File: config.mk
export PLATFORM = sky130hd
export DESIGN_NAME = neuron_mac_flat
export DESIGN_NICKNAME = d
export VERILOG_FILES = /design/src/rtl/neuron_pkg.sv /design/src/rtl/neuron_mac_if.sv /design/src/rtl/nn_sat14.sv /design/src/rtl/neuron_mac.sv /design/src/flat_wrapper.sv
export SDC_FILE = /design/constraint.sdc
export NUM_CORES = 1
export LEC_CHECK = 0
export ABC_AREA = 0
export BUFFER_PORTS_ARGS = -buffer_cell sky130_fd_sc_hd__buf_2
export CORE_MARGIN = 4
export CORE_UTILIZATION = 66
export CTS_CLUSTER_DIAMETER = 120
export DETAILED_ROUTE_END_ITERATION = 12
export GPL_TIMING_DRIVEN = 0
export PLACE_DENSITY = 0.84
export SYNTH_ARGS = -nofsm -noshare
export SYNTH_HDL_FRONTEND = slang
export SYNTH_SLANG_ARGS = --single-unit
File: constraint.sdc
create_clock -name Clk -period 8.99 [get_ports Clk]
set_input_delay 1.798 -clock Clk [delete_from_list [all_inputs] [get_ports Clk]]
set_output_delay 1.798 -clock Clk [all_outputs]
set_load 0.02 [all_outputs]
File: src/rtl/neuron_pkg.sv
// neuron_pkg: shared types and constants for the neuron MAC datapath.
// Holds the FSM state enum, data widths and output saturation limits.
package neuron_pkg;

    localparam int DATA_W  = 7;
    localparam int OUT_W   = 14;
    localparam int PROD_W  = 2 * DATA_W;
    localparam int SAT_MAX = 8191;
    localparam int SAT_MIN = -8192;

    typedef enum logic [1:0] {
        IDLE  = 2'd0,
        ACCUM = 2'd1,
        FINAL = 2'd2
    } state_t;

    // Accumulator width large enough that N products never overflow.
    function automatic int acc_width(input int n);
        return 15 + $clog2(n);
    endfunction

endpackage

File: src/rtl/neuron_mac_if.sv
// neuron_mac_if: start/bias, x/w valid-ready stream and result outputs.
// master drives stimulus, slave is the neuron_mac side.
interface neuron_mac_if;
    import neuron_pkg::*;

    logic                     start;
    logic signed [OUT_W-1:0]  bias;
    logic signed [DATA_W-1:0] x;
    logic signed [DATA_W-1:0] w;
    logic                     in_valid;
    logic                     in_ready;
    logic                     busy;
    logic signed [OUT_W-1:0]  out;
    logic                     out_en;

    modport master (
        output start, bias, x, w, in_valid,
        input  in_ready, busy, out, out_en
    );

    modport slave (
        input  start, bias, x, w, in_valid,
        output in_ready, busy, out, out_en
    );

endinterface

File: src/rtl/nn_sat14.sv
// nn_sat14: clamps a wide signed sum into 14-bit signed range.
// NEURON_RELU_EN adds a ReLU stage after the clamp.
module nn_sat14
    import neuron_pkg::*;
#(
    parameter int IN_W = 18
) (
    input  logic signed [IN_W-1:0]  s,
    output logic signed [OUT_W-1:0] y
);

    localparam logic signed [IN_W-1:0] HI = IN_W'(SAT_MAX);
    localparam logic signed [IN_W-1:0] LO = IN_W'(SAT_MIN);

    logic signed [OUT_W-1:0] clamped;

    // Clamp to [SAT_MIN, SAT_MAX]; in range the low bits are exact.
    always_comb begin
        clamped = s[OUT_W-1:0];
        if (s > HI)
            clamped = OUT_W'(SAT_MAX);
        else if (s < LO)
            clamped = OUT_W'(SAT_MIN);
    end

    // Optional ReLU on the clamped value.
    always_comb begin
        y = clamped;
`ifdef NEURON_RELU_EN
        if (clamped[OUT_W-1])
            y = '0;
`endif
    end

endmodule

File: src/rtl/neuron_mac.sv
// neuron_mac: sequential multiply-accumulate neuron with bias and 14-bit
// saturated output pulse. Optional ReLU via NEURON_RELU_EN.
module neuron_mac
    import neuron_pkg::*;
#(
    parameter int N_INPUTS = 4
) (
    input logic        Clk,
    input logic        Rst,
    neuron_mac_if.slave bus
);

    localparam int ACC_W = acc_width(N_INPUTS);
    localparam int SUM_W = ACC_W + 1;
    localparam int CNT_W = $clog2(N_INPUTS);
    localparam logic [CNT_W-1:0] LAST = CNT_W'(N_INPUTS - 1);

    state_t                  state;
    logic signed [ACC_W-1:0] acc;
    logic [CNT_W-1:0]        cnt;
    logic signed [OUT_W-1:0] bias_q;
    logic signed [OUT_W-1:0] out_q;
    logic                    out_en_q;

    logic signed [PROD_W-1:0] prod;
    logic signed [SUM_W-1:0]  sum;
    logic signed [OUT_W-1:0]  sat;

    assign prod = bus.x * bus.w;
    assign sum  = SUM_W'(acc) + SUM_W'(bias_q);

    nn_sat14 #(
        .IN_W (SUM_W)
    ) u_sat (
        .s (sum),
        .y (sat)
    );

    // Evaluation FSM: latch bias, accumulate N pairs, emit saturated result.
    always_ff @(posedge Clk) begin
        if (Rst) begin
            state    <= IDLE;
            acc      <= '0;
            cnt      <= '0;
            bias_q   <= '0;
            out_q    <= '0;
            out_en_q <= 1'b0;
        end else begin
            out_en_q <= 1'b0;
            unique case (state)
                IDLE: begin
                    if (bus.start) begin
                        acc    <= '0;
                        cnt    <= '0;
                        bias_q <= bus.bias;
                        state  <= ACCUM;
                    end
                end
                ACCUM: begin
                    if (bus.in_valid) begin
                        acc <= acc + ACC_W'(prod);
                        cnt <= cnt + CNT_W'(1);
                        if (cnt == LAST)
                            state <= FINAL;
                    end
                end
                FINAL: begin
                    out_q    <= sat;
                    out_en_q <= 1'b1;
                    state    <= IDLE;
                end
                default: state <= IDLE;
            endcase
        end
    end

    assign bus.in_ready = (state == ACCUM);
    assign bus.busy     = (state != IDLE);
    assign bus.out      = out_q;
    assign bus.out_en   = out_en_q;

endmodule

File: src/flat_wrapper.sv
// flat-port wrapper written by rule: the top's interface ports become plain ports
module neuron_mac_flat import neuron_pkg::*;
#(
    parameter int N_INPUTS = 4
)
  (Clk, Rst, bus_start, bus_bias, bus_x, bus_w, bus_in_valid, bus_in_ready, bus_busy, bus_out, bus_out_en);
  neuron_mac_if bus_i ();
  input logic Clk;
  input logic Rst;
  input wire logic [$bits(bus_i.start)-1:0] bus_start;
  input wire logic [$bits(bus_i.bias)-1:0] bus_bias;
  input wire logic [$bits(bus_i.x)-1:0] bus_x;
  input wire logic [$bits(bus_i.w)-1:0] bus_w;
  input wire logic [$bits(bus_i.in_valid)-1:0] bus_in_valid;
  output wire logic [$bits(bus_i.in_ready)-1:0] bus_in_ready;
  output wire logic [$bits(bus_i.busy)-1:0] bus_busy;
  output wire logic [$bits(bus_i.out)-1:0] bus_out;
  output wire logic [$bits(bus_i.out_en)-1:0] bus_out_en;
  assign bus_i.start = bus_start;
  assign bus_i.bias = bus_bias;
  assign bus_i.x = bus_x;
  assign bus_i.w = bus_w;
  assign bus_i.in_valid = bus_in_valid;
  assign bus_in_ready = bus_i.in_ready;
  assign bus_busy = bus_i.busy;
  assign bus_out = bus_i.out;
  assign bus_out_en = bus_i.out_en;
  neuron_mac #(.N_INPUTS(N_INPUTS)) u_core (.Clk(Clk), .Rst(Rst), .bus(bus_i));
endmodule
==> impl_metrics.sql, run 1 <==
INSERT INTO impl_metrics (metric_group, metric, value, unit) VALUES
('setup_path', 'critical_path_peak_fanout', '11', ''),
('setup_path', 'critical_path_buf_inv_count', '5', ''),
('route', 'first_pass_iters', '6', ''),
('yosys', 'top_area_cell_type_share_of_the_netlist_area', '23.0', '%'),
('grt', 'first_global_vias', '4563', ''),
('clocking', 'ctsResizeCount', '0', ''),
('setup_path', 'critical-path-slowest-cell', 'sky130_fd_sc_hd__fa_1', ''),
('setup_path', 'setup.worst_path.class', 'in -> reg', ''),
('clocking', 'clk_pin_slew_worst_paths', '0.09', 'ns'),
('grt', 'grt_overflow', '0', ''),
('timing', 'final_hold_viol_count', '0', ''),
('timing', 'timing.setup.tns', '0', 'ns'),
('setup_path', 'cp_cell_sequence', 'buf_2, and2_1, fa_1, inv_1, fa_1, inv_1, fa_1, inv_1, fa_1, inv_1, ha_1, a21oi_1, o21ai_0, a21oi_1, o21bai_1, a211oi_1, nor3_1, nand3b_1, a21oi_1', ''),
('clocking', 'postCtsSetupBuffers', '0', ''),
('floorplan', 'die_width', '98.4', 'µm'),
('timing', 'timing_limited_maximum_frequency', '163', 'MHz'),
('yosys', 'post_synth_inst_count', '634', ''),
('run_status', 'outcome', 'completed', ''),
('floorplan', 'core_area', '7850', 'µm²'),
('floorplan', 'floorplan.io_pins', '49', ''),
('setup_path', 'path_delay_family', 'adder cells', ''),
('route', 'avgViaCountPerCell', '5.64', ''),
('yosys', 'synth_most_common_cell', 'sky130_fd_sc_hd__inv_1', ''),
('floorplan', 'floorplan.initialDensity', '68.7', '%'),
('grt', 'global_route_wire_length_before_repair', '20.3', 'mm'),
('route', 'drt-wirelength-per-cell', '14.8', 'µm'),
('yosys', 'post_synth_main_area_contributors', 'sky130_fd_sc_hd__fa_1 (23%), sky130_fd_sc_hd__dfxtp_1 (19%), sky130_fd_sc_hd__ha_1 (13%)', ''),
('clocking', 'tritoncts_clock_tree', 'done', ''),
('clocking', 'cts-buffers-inserted', '5', ''),
('power', 'irDropWorstVdd', '0.000284', 'V'),
('job', 'number_of_max_cap_violations', '0', ''),
('power', 'p_leak', '2.91', 'nW'),
('final_layout', 'antenna_diode_count', '0', ''),
('clocking', 'clk_root_buffer_cell', 'sky130_fd_sc_hd__clkbuf_8', ''),
('floorplan', 'chipHeight', '98.4', 'µm'),
('setup_path', 'start_kind', 'primary input', ''),
('final_layout', 'fin_nets', '840', ''),
('route', 'wl', '11.7', 'mm'),
('timing', 'rsz0062_at_grt', 'false', ''),
('grt', 'gr-usage-all-layers', '25.1', '%'),
('placement', 'routabilityCongestion', '0.922', ''),
('yosys', 'postSynth.asyncResetShare', '0', '%'),
('route', 'detail_route.iter0.violations', '312', ''),
('clocking', 'holdBufCountCts', '0', ''),
('timing', 'period_minus_ws_final', '6.14', 'ns'),
('yosys', 'synth.net_count', '786', ''),
('worst_hold_path', 'min_path_type', 'reg -> reg', ''),
('yosys', 'dominantRegCellSynth', 'sky130_fd_sc_hd__dfxtp_1', ''),
('yosys', 'synth-seq-area-share', '18.6', '%'),
('clocking', 'max-clock-path-buffers', '2', ''),
('yosys', 'netlist_top_cells_count', 'sky130_fd_sc_hd__inv_1 (109), sky130_fd_sc_hd__nand2_1 (69), sky130_fd_sc_hd__fa_1 (62), sky130_fd_sc_hd__ha_1 (58), sky130_fd_sc_hd__dfxtp_1 (50)', ''),
('yosys', 'netlist_area_before_placement', '5390', 'µm²'),
('final_layout', 'fill_cells', '633', ''),
('clocking', 'cts.sink_count', '50', ''),
('clocking', 'worstSkewPairLatency', '0.31', 'ns'),
('placement', 'dp_hpwl', '9.85', 'mm'),
('timing', 'clock_skew', '0.00765', 'ns'),
('clocking', 'cts.htree.levels', '2', ''),
('grt', 'pin_count_of_the_biggest_net_entering_global_routing', '16', ''),
('timing', 'tightestPinTransition', '0.608', 'ns'),
('route', 'vias', '4463', ''),
('yosys', 'synth_edf_count', '0', ''),
('timing', 'final-max-slew-violation-count', '0', ''),
('yosys', 'synthDominantAreaCellType', 'sky130_fd_sc_hd__fa_1', ''),
('final_layout', 'seqCellArea', '1000', 'µm²'),
('setup_path', 'worst-endpoint-required', '9.22', 'ns'),
('setup_path', 'critical_path_end_type', 'register', ''),
('timing', 'final-setup-viol-count', '0', ''),
('yosys', 'synth.avg_cell_area', '8.51', 'µm²'),
('timing', 'period_share', '68.4', '%'),
('setup_path', 'max_stage_delay', '0.55', 'ns');
## cells by family after synthesis
| logic type | synth area share (%) |
|---|---|
| simple gates | 17.4 |
| buf+inv | 8.98 |
| fa+ha+maj | 36.5 |
| compound gates | 14.0 |
| flops | 18.6 |
| xor+xnor | 4.39 |
| mux | 0.209 |
## power breakdown
part           leakage [nW]  switching, mW  internal (mW)  total, mW
clock                0.0452         0.0764         0.0551      0.132
combinational          2.46          0.612          0.462       1.07
sequential            0.406         0.0234          0.243      0.267
total                  2.91          0.712          0.760       1.47
## cells in the final DEF, fill, tap and decap left out, drive strengths merged, types with 12 or more instances in the layout
| cell | n |
|---|---|
| inv | 109 |
| nand2 | 69 |
| fa | 62 |
| ha | 58 |
| dfxtp | 50 |
| buf | 49 |
| nor2 | 44 |
| a21oi | 44 |
| and2 | 37 |
| clkbuf | 21 |
| a211oi | 20 |
| xnor2 | 19 |
| nand3 | 14 |
| o21ai | 12 |
## per-layer routing
layer / share of wire [%] / track usage, %
met2: 53 / 45.3
met3: 4.8 / 2.36
met5: 0 / 0
met1: 41 / 32.2
met4: 1.8 / 6.62
## final cells by class
class / instances / area share (%)
multi-input combinational: 458 / 66.9
sequential: 50 / 17.1
inverter: 109 / 7.00
timing repair buffer: 47 / 4.03
tap: 102 / 2.18
buffer: 17 / 1.29
clock buffer: 6 / 1.24
clock inverter: 2 / 0.236
## registers in the layout (all words and copies together), names as in the netlist
| signal | count |
|---|---|
| u_core.acc | 17 |
| u_core.bus.out_en | 1 |
| u_core.bus.out | 14 |
| u_core.cnt | 2 |
| u_core.bias_q | 14 |
| u_core.state | 2 |
## tightest hold or removal path, delay by kind of cell, from the launching register on
| kind | cells | cell delay [ns] |
|---|---|---|
| flops | 1 | 0.32 |
| compound gates | 1 | 0.05 |
| simple gates | 1 | 0.06 |
## final timing paths
kind	from	endpoint	slack (ns)	cells after the start
max	bus_w[0]	u_core.acc[15]	2.85	19
min	u_core.bias_q[3]	u_core.bias_q[3]	0.47	2
min reg2reg	u_core.bias_q[3]	u_core.bias_q[3]	0.47	2
max reg2reg	u_core.acc[6]	u_core.acc[15]	4.49	17
## through the flow
stage | instance area [µm²] | instances | hold WS, ns | power (mW) | worst slack (ns)
6_report | 5840 | 791 | 0.472 | 1.47 | 2.85
5_1_grt | 5840 | 791 | 0.490 | 1.64 | 2.57
4_1_cts | 5840 | 791 | 0.470 | 1.48 | 2.86
3_5_place_dp | 5760 | 783 | 0.453 | 1.34 | 2.57
3_3_place_gp | 5760 | 783 | 0.450 | 1.28 | 2.70
2_1_floorplan | 5390 | 634 | 0.441 | 1.12 | 3.21
Note: power is estimated with default switching activity, not from simulation.
==> inputs of run 2 (changes only) <==
ABC_AREA = 1   (was 0)
CORE_UTILIZATION = 56   (was 66)
PLACE_DENSITY = 0.75   (was 0.84)
clock period = 5 ns   (was 8.99 ns; I/O delays follow)
==> run 2 against run 1 <==
Against the previous run: combinational power grew 100%; first-iteration DRC count shrank 4.2%; via count grew 13%; synthesized cell count grew 31%; setup slack lost 2.7 ns; global-route usage shrank 4.3 points; flip-flop and latch count is the same; non-clock buffer count grew 4; routed wire length grew 6.8%; critical path depth is the same; power grew 97%; hold slack gained 0.0028 ns; critical endpoint is now u_core.acc[16].
==> impl_metrics.sql, run 2 <==
INSERT INTO impl_metrics (metric_group, metric, value, unit) VALUES
('placement', 'port_buffers', '47', ''),
('clocking', 'cts.sink_count', '50', ''),
('setup_path', 'worst-endpoint-arrival', '5.06', 'ns'),
('yosys', 'synth-seq-area-share', '16.9', '%'),
('placement', 'dpl.cell_count', '1012', ''),
('floorplan', 'die_width', '111', 'µm'),
('yosys', 'synth.net_count', '981', ''),
('clocking', 'holdBufCountCts', '0', ''),
('timing', 'tightestPinTransition', '0.569', 'ns'),
('final_layout', 'share_of_post_route_cells_with_drive_strength_above_1', '15.7', '%'),
('power', 'power-per-cell-area', '439', 'nW/µm²'),
('timing', 'period_share', '96.4', '%'),
('final_layout', 'antenna_diode_count', '0', ''),
('grt', 'gr-usage-all-layers', '20.8', '%'),
('yosys', 'synth.avg_cell_area', '7.14', 'µm²'),
('final_layout', 'seqCellArea', '1000', 'µm²'),
('yosys', 'synth_edf_count', '0', ''),
('yosys', 'number_of_warnings_printed_during_yosys_synthesis', '0', ''),
('grt', 'globalRouteMet2Util', '35.6', '%'),
('grt', 'use_met3', '2.67', '%'),
('final_layout', 'max_flop_register', 'u_core.acc', ''),
('yosys', 'top_area_cell_type_share_of_the_netlist_area', '21.0', '%'),
('route', 'route.antenna.remaining_nets', '0', ''),
('final_layout', 'fin_cells', '1026', ''),
('setup_path', 'critical_path_end_type', 'register', ''),
('yosys', 'synthesized_flop_and_latch_total', '50', ''),
('placement', 'detailed_place.area', '6320', 'µm²'),
('grt', 'pin_count_of_the_biggest_net_entering_global_routing', '16', ''),
('floorplan', 'chipHeight', '111', 'µm'),
('setup_path', 'start_kind', 'primary input', ''),
('setup_path', 'worst-endpoint-required', '5.24', 'ns'),
('yosys', 'dominantRegCellSynth', 'sky130_fd_sc_hd__dfxtp_1', ''),
('final_layout', 'fin_nets', '1042', ''),
('timing', 'slew_headroom', '62.1', '%'),
('yosys', 'netlist_area_before_placement', '5920', 'µm²'),
('route', 'avgViaCountPerCell', '4.93', ''),
('power', 'total_power', '2.89', 'mW'),
('grt', 'grt_overflow', '0', ''),
('floorplan', 'floorplan.io_pins', '49', ''),
('grt', 'first_global_vias', '4810', ''),
('yosys', 'post_synth_inst_count', '829', ''),
('final_layout', 'commonest_cells_after_routing_fill_and_taps_aside', 'sky130_fd_sc_hd__inv_1 (192), sky130_fd_sc_hd__nand2_1 (158), sky130_fd_sc_hd__nor2_1 (78)', ''),
('route', 'detail_route.iter0.violations', '299', ''),
('yosys', 'synthDistinctLibCells', '34', ''),
('timing', 'timing_limited_maximum_frequency', '207', 'MHz'),
('timing', 'setup_slack', '0.179', 'ns'),
('floorplan', 'core_area', '10300', 'µm²'),
('placement', 'place_worst_setup_slack', '-0.379', 'ns'),
('clocking', 'clk_root_buffer_cell', 'sky130_fd_sc_hd__clkbuf_8', ''),
('worst_hold_path', 'min_path_type', 'reg -> reg', ''),
('floorplan', 'die_area', '12300', 'µm²'),
('final_layout', 'layout_commonest_cell', 'sky130_fd_sc_hd__inv_1', ''),
('clocking', 'worstSkewPairLatency', '0.30', 'ns'),
('placement', 'dp_hpwl', '10.4', 'mm'),
('route', 'drt-wirelength-per-cell', '12.2', 'µm'),
('route', 'wl', '12.5', 'mm'),
('final_layout', 'largest_register_ff_count', '17', ''),
('power', 'irDropWorstVdd', '0.000507', 'V'),
('yosys', 'synth_most_common_cell', 'sky130_fd_sc_hd__inv_1', ''),
('final_layout', 'fin_area', '6590', 'µm²'),
('yosys', 'synthDominantAreaCellType', 'sky130_fd_sc_hd__fa_1', ''),
('run_status', 'outcome', 'completed', ''),
('route', 'first_pass_iters', '4', ''),
('yosys', 'netlist_top_cells_count', 'sky130_fd_sc_hd__inv_1 (197), sky130_fd_sc_hd__nand2_1 (161), sky130_fd_sc_hd__nor2_1 (79), sky130_fd_sc_hd__fa_1 (62), sky130_fd_sc_hd__ha_1 (58)', ''),
('yosys', 'post_synth_main_area_contributors', 'sky130_fd_sc_hd__fa_1 (21%), sky130_fd_sc_hd__dfxtp_1 (17%), sky130_fd_sc_hd__inv_1 (12%)', ''),
('power', 'p_leak', '3.68', 'nW'),
('clocking', 'cts-buffers-inserted', '5', ''),
('clocking', 'cts.htree.levels', '2', ''),
('timing', 'final-setup-viol-count', '0', ''),
('grt', 'grt_antenna_before_repair', '0', ''),
('setup_path', 'critical_path_peak_fanout', '7', ''),
('route', 'vias', '5055', ''),
('final_layout', 'areaGrowthSynthToFinish', '11.4', '%'),
('floorplan', 'num_rows', '37', ''),
('grt', 'global_route_wire_length_before_repair', '21.7', 'mm'),
('timing', 'clock_skew', '0.00458', 'ns'),
('timing', 'final_hold_viol_count', '0', ''),
('clocking', 'tritoncts_clock_tree', 'done', ''),
('timing', 'period_minus_ws_final', '4.82', 'ns'),
('route', 'drc', '0', ''),
('grt', 'met1_usage', '29.2', '%'),
('setup_path', 'setup.worst_path.class', 'in -> reg', ''),
('floorplan', 'floorplan.initialDensity', '57.3', '%'),
('clocking', 'max-clock-path-buffers', '2', ''),
('timing', 'final-max-slew-violation-count', '0', ''),
('grt', 'busiest_layer', 'met2', ''),
('final_layout', 'fill_cells', '970', ''),
('job', 'number_of_max_cap_violations', '0', ''),
('clocking', 'clk_pin_slew_worst_paths', '0.09', 'ns'),
('final_layout', 'multiInputGateArea', '4200', 'µm²'),
('yosys', 'postSynth.asyncResetShare', '0', '%'),
('placement', 'routabilityCongestion', '0.910', '');
## run 2: changes by cell type in the layout (fill, tap and decap cells not counted), sizes merged, moves of 9 or more
cell	change
nand2	+106
a211oi	-20
nor2	+41
o21ai	+37
inv	+96
a21oi	+14
and2	-37
nand3	+18
a22oi	-11
xnor2	-9
buf	+13
clkbuf	-10
## run 2: stage by stage
step | TNS, ns | utilization, % | hold WS [ns]
after global placement | -1.75 | 61.3 | 0.454
after detailed placement | -1.87 | 61.3 | 0.461
after CTS | 0 | 62.1 | 0.475
after floorplan | 0 | - | 0.429
final | 0 | 63.8 | 0.475
after global routing | -0.0288 | 63.8 | 0.497
## run 2: worst paths after layout
check | start | end | slack (ns) | cells after the start
worst max-delay path | bus_w[1] | u_core.acc[16] | 0.18 | 19
worst min-delay path | u_core.cnt[1] | u_core.cnt[1] | 0.48 | 2
worst max register to register | u_core.acc[6] | u_core.acc[10] | 1.08 | 16
worst min register to register | u_core.cnt[1] | u_core.cnt[1] | 0.48 | 2
## run 2: cells by family after synthesis
kind of cell,count (synthesis),synth area share (%)
fa+ha+maj,120,33.2
compound gates,117,11.1
flops,50,16.9
buf+inv,219,14.4
xor+xnor,16,2.37
simple gates,307,22.0
## run 2: layout make-up
cell class / count / area share, %
timing repair buffer: 54 / 4.33
inverter: 205 / 11.8
multi-input combinational: 560 / 63.6
buffer: 14 / 1.23
clock inverter: 2 / 0.209
tap: 136 / 2.58
sequential: 50 / 15.2
clock buffer: 5 / 1.04
## run 2: what timing repair did
action / 4_1_cts / 5_1_grt
setup buffers: 0 / 7
gates cloned: 0 / 0
setup endpoints to repair: 1 / 8
resized for setup: 2 / 31
pin swaps: 0 / 6
## run 2: metal layers
metal | vias to the layer above | part of all wire [%]
met3 | 10 | 4.0
met5 | - | 0
met1 | 2321 | 49
met4 | 0 | 0.66
met2 | 88 | 46
li1 | 2636 | -
## run 2: power by group
part           switching (mW)  internal (mW)
clock                   0.139         0.0971
combinational            1.28          0.895
sequential             0.0428          0.437
## run 2: worst max-delay path, stage by stage
cell                      delay, ns
sky130_fd_sc_hd__buf_2         0.15
sky130_fd_sc_hd__nand2_1       0.08
sky130_fd_sc_hd__inv_2         0.07
sky130_fd_sc_hd__fa_2          0.63
sky130_fd_sc_hd__inv_4         0.07
sky130_fd_sc_hd__fa_1          0.53
sky130_fd_sc_hd__inv_1         0.05
sky130_fd_sc_hd__fa_1          0.52
sky130_fd_sc_hd__inv_1         0.05
sky130_fd_sc_hd__fa_1          0.54
sky130_fd_sc_hd__inv_1         0.07
sky130_fd_sc_hd__ha_4          0.29
sky130_fd_sc_hd__nand2_1       0.08
sky130_fd_sc_hd__or3_1         0.38
sky130_fd_sc_hd__nor2_2        0.15
sky130_fd_sc_hd__nor2_1        0.06
sky130_fd_sc_hd__nand3_1       0.07
sky130_fd_sc_hd__nand3_1       0.09
sky130_fd_sc_hd__a21oi_2       0.15
==> inputs of run 3 (changes only) <==
ABC_AREA = not set   (was 1)
BUFFER_PORTS_ARGS = -buffer_cell sky130_fd_sc_hd__buf_4   (was -buffer_cell sky130_fd_sc_hd__buf_2)
PLACE_DENSITY = 0.76   (was 0.75)
==> run 3 against run 2 <==
Against the previous run: flip-flop and latch count is the same; sequential power is essentially flat; global-route usage grew 0.55 points; core utilization grew 2.4 points; combinational power grew 2%; final cell count shrank 20%; first-iteration DRC count shrank 35%; via count shrank 12%; fmax shrank 1.1%; highest routed layer unchanged; hold slack lost 0.0046 ns; critical path depth shrank 1; clock-buffer cell count is the same.
==> impl_metrics.sql, run 3 (synthesized netlist as in run 1, its figures left out) <==
INSERT INTO impl_metrics (metric_group, metric, value, unit) VALUES
('power', 'total_power', '2.97', 'mW'),
('grt', 'grt_antenna_before_repair', '0', ''),
('clocking', 'max-clock-path-buffers', '2', ''),
('setup_path', 'critical-path-slowest-cell', 'sky130_fd_sc_hd__fa_2', ''),
('final_layout', 'multiInputGateArea', '4050', 'µm²'),
('final_layout', 'fin_cells', '822', ''),
('clocking', 'worstSkewPairLatency', '0.32', 'ns'),
('route', 'drt-wirelength-per-cell', '14.1', 'µm'),
('floorplan', 'floorplan.io_pins', '49', ''),
('floorplan', 'die_area', '11300', 'µm²'),
('power', 'power-per-cell-area', '481', 'nW/µm²'),
('power', 'netSwitchingFraction', '47.8', '%'),
('placement', 'detailed_place.area', '5910', 'µm²'),
('placement', 'port_buffers', '47', ''),
('setup_path', 'start_kind', 'primary input', ''),
('setup_path', 'ff2ff_path_depth', '17', ''),
('route', 'avgViaCountPerCell', '5.38', ''),
('placement', 'dpl.cell_count', '810', ''),
('final_layout', 'post-route-util', '66.2', '%'),
('worst_hold_path', 'hold-path-endpoint', 'u_core.bias_q[12]', ''),
('setup_path', 'cp_cell_sequence', 'buf_4, and2_2, fa_2, inv_4, fa_1, inv_1, fa_1, inv_1, fa_1, inv_1, ha_4, nand3_1, nand2_2, a211oi_4, o41ai_2, xnor2_1, a22oi_1, nor2_1', ''),
('route', 'routed-wl-met2', '6.07', 'mm'),
('floorplan', 'num_rows', '35', ''),
('route', 'wl_met1', '5.05', 'mm'),
('setup_path', 'r2r_start', 'u_core.acc[6]', ''),
('power', 'combinationalPowerShare', '75.2', '%'),
('setup_path', 'setup.worst_path.class', 'in -> reg', ''),
('clocking', 'cts.htree.levels', '2', ''),
('timing', 'timing_limited_maximum_frequency', '205', 'MHz'),
('timing', 'period_share', '97.5', '%'),
('route', 'wl', '11.6', 'mm'),
('setup_path', 'max_stage_delay', '0.60', 'ns'),
('timing', 'period_minus_ws_final', '4.88', 'ns'),
('worst_hold_path', 'min_delay_path_depth', '2', ''),
('setup_path', 'critical_path_peak_fanout', '7', ''),
('route', 'first_pass_iters', '5', ''),
('final_layout', 'fin_area', '6180', 'µm²'),
('power', 'pwr-share-clk', '8.5', '%'),
('floorplan', 'chipHeight', '106', 'µm'),
('grt', 'pin_count_of_the_biggest_net_entering_global_routing', '18', ''),
('final_layout', 'share_of_post_route_cells_with_drive_strength_above_1', '13.9', '%'),
('final_layout', 'commonest_cells_after_routing_fill_and_taps_aside', 'sky130_fd_sc_hd__inv_1 (108), sky130_fd_sc_hd__nand2_1 (68), sky130_fd_sc_hd__fa_1 (59)', ''),
('worst_hold_path', 'timing.hold.worst.start', 'u_core.bias_q[12]', ''),
('timing', 'slew_headroom', '54.9', '%'),
('setup_path', 'r2r_setup_slack', '0.79', 'ns'),
('final_layout', 'fin_nets', '844', ''),
('floorplan', 'die_width', '106', 'µm'),
('setup_path', 'r2r_end', 'u_core.acc[15]', ''),
('route', 'route.antenna.remaining_nets', '0', ''),
('final_layout', 'max_flop_register', 'u_core.acc', ''),
('timing', 'final-setup-viol-count', '0', ''),
('setup_path', 'critical_path_buf_inv_count', '5', ''),
('setup_path', 'critical_path_end_type', 'register', ''),
('route', 'routed_wl_met3', '379', 'µm'),
('grt', 'gr-usage-all-layers', '21.3', '%'),
('route', 'detail_route.iter0.violations', '195', ''),
('timing', 'tightestPinTransition', '0.676', 'ns'),
('power', 'power.switching', '1.42', 'mW'),
('clocking', 'clk_root_buffer_cell', 'sky130_fd_sc_hd__clkbuf_8', ''),
('clocking', 'cts.sink_count', '50', ''),
('setup_path', 'worst-endpoint-arrival', '5.07', 'ns'),
('clocking', 'holdBufCountCts', '0', ''),
('power', 'p_leak', '2.97', 'nW'),
('setup_path', 'worst-endpoint-required', '5.19', 'ns'),
('final_layout', 'largest_register_ff_count', '17', ''),
('timing', 'final-max-slew-violation-count', '0', ''),
('placement', 'routabilityCongestion', '0.888', ''),
('route', 'uppermost_layer_routed', 'met4', ''),
('power', 'irDropWorstVdd', '0.000473', 'V'),
('final_layout', 'fill_cells', '814', ''),
('final_layout', 'areaGrowthSynthToFinish', '14.5', '%'),
('power', 'internal-power', '1.55', 'mW'),
('final_layout', 'seqCellArea', '1000', 'µm²'),
('setup_path', 'path_delay_family', 'adder cells', ''),
('grt', 'first_global_vias', '4402', ''),
('timing', 'rsz0062_at_grt', 'true', ''),
('timing', 'clock_skew', '0.0143', 'ns'),
('clocking', 'cts-buffers-inserted', '5', ''),
('clocking', 'clk_pin_slew_worst_paths', '0.10', 'ns'),
('route', 'drc', '0', ''),
('floorplan', 'floorplan.initialDensity', '57.8', '%'),
('power', 'seq_power_share', '16.2', '%'),
('timing', 'hold-worst-slack', '0.471', 'ns'),
('floorplan', 'core_area', '9330', 'µm²'),
('timing', 'final_hold_viol_count', '0', ''),
('grt', 'global_route_wire_length_before_repair', '19.8', 'mm'),
('final_layout', 'layout_commonest_cell', 'sky130_fd_sc_hd__inv_1', ''),
('job', 'number_of_max_cap_violations', '0', ''),
('worst_hold_path', 'min_path_type', 'reg -> reg', ''),
('final_layout', 'antenna_diode_count', '0', ''),
('grt', 'grt_overflow', '0', ''),
('clocking', 'tritoncts_clock_tree', 'done', ''),
('route', 'vias', '4426', ''),
('placement', 'dp_hpwl', '9.67', 'mm'),
('run_status', 'outcome', 'completed', '');
[run 3: power groups by stage]
stage               sequential (mW)  combinational [mW]  clock, mW
global route                  0.485                2.52      0.269
CTS                           0.481                1.96      0.252
global placement              0.491                1.83          0
detailed placement            0.491                1.88          0
finish                        0.482                2.23      0.253
floorplan                     0.471                1.54          0
[run 3: area by class of cell]
class / count / share of cell area, %
clock inverters: 3 / 0.385
plain buffers: 17 / 1.22
inverters: 109 / 6.66
flip-flops and latches: 50 / 16.2
repair buffers: 51 / 6.20
well taps: 129 / 2.61
clock buffers: 5 / 1.11
multi-input cells: 458 / 65.6
[run 3: worst max-delay path by stage]
stage	startpoint	to	depth (start not counted)
6_report	bus_w[2]	u_core.acc[16]	18
5_1_grt	bus_w[2]	u_core.acc[16]	18
3_3_place_gp	bus_w[0]	u_core.acc[16]	18
4_1_cts	bus_w[0]	u_core.acc[16]	18
2_1_floorplan	bus_w[0]	u_core.acc[15]	18
3_5_place_dp	bus_w[0]	u_core.acc[16]	18
[run 3: tightest hold or removal path, delay by kind of cell, from the launching register on]
| kind | cells | cell delay, ns |
|---|---|---|
| AOI/OAI and AO/OA | 1 | 0.05 |
| and+or+nand+nor | 1 | 0.05 |
| DFF | 1 | 0.33 |
[run 3: per-stage QoR]
stage          TNS [ns]  worst slack (ns)
2_1_floorplan         0            0.0139
3_3_place_gp      -2.28            -0.518
3_5_place_dp      -2.98            -0.615
4_1_cts               0           0.00589
5_1_grt         -0.0673           -0.0496
6_report              0             0.125
[run 3: layer usage]
metal	GRT usage, %	vias to the layer above
met5	0	-
met4	3.89	0
met3	2.61	13
met2	38.0	78
met1	28.1	2164
li1	-	2171
[run 3: timing repair]
| item | in CTS | in global routing |
|---|---|---|
| resized for setup | 7 | 27 |
| pin swaps | 1 | 10 |
| setup endpoints to repair | 5 | 6 |
| setup buffers | 1 | 3 |
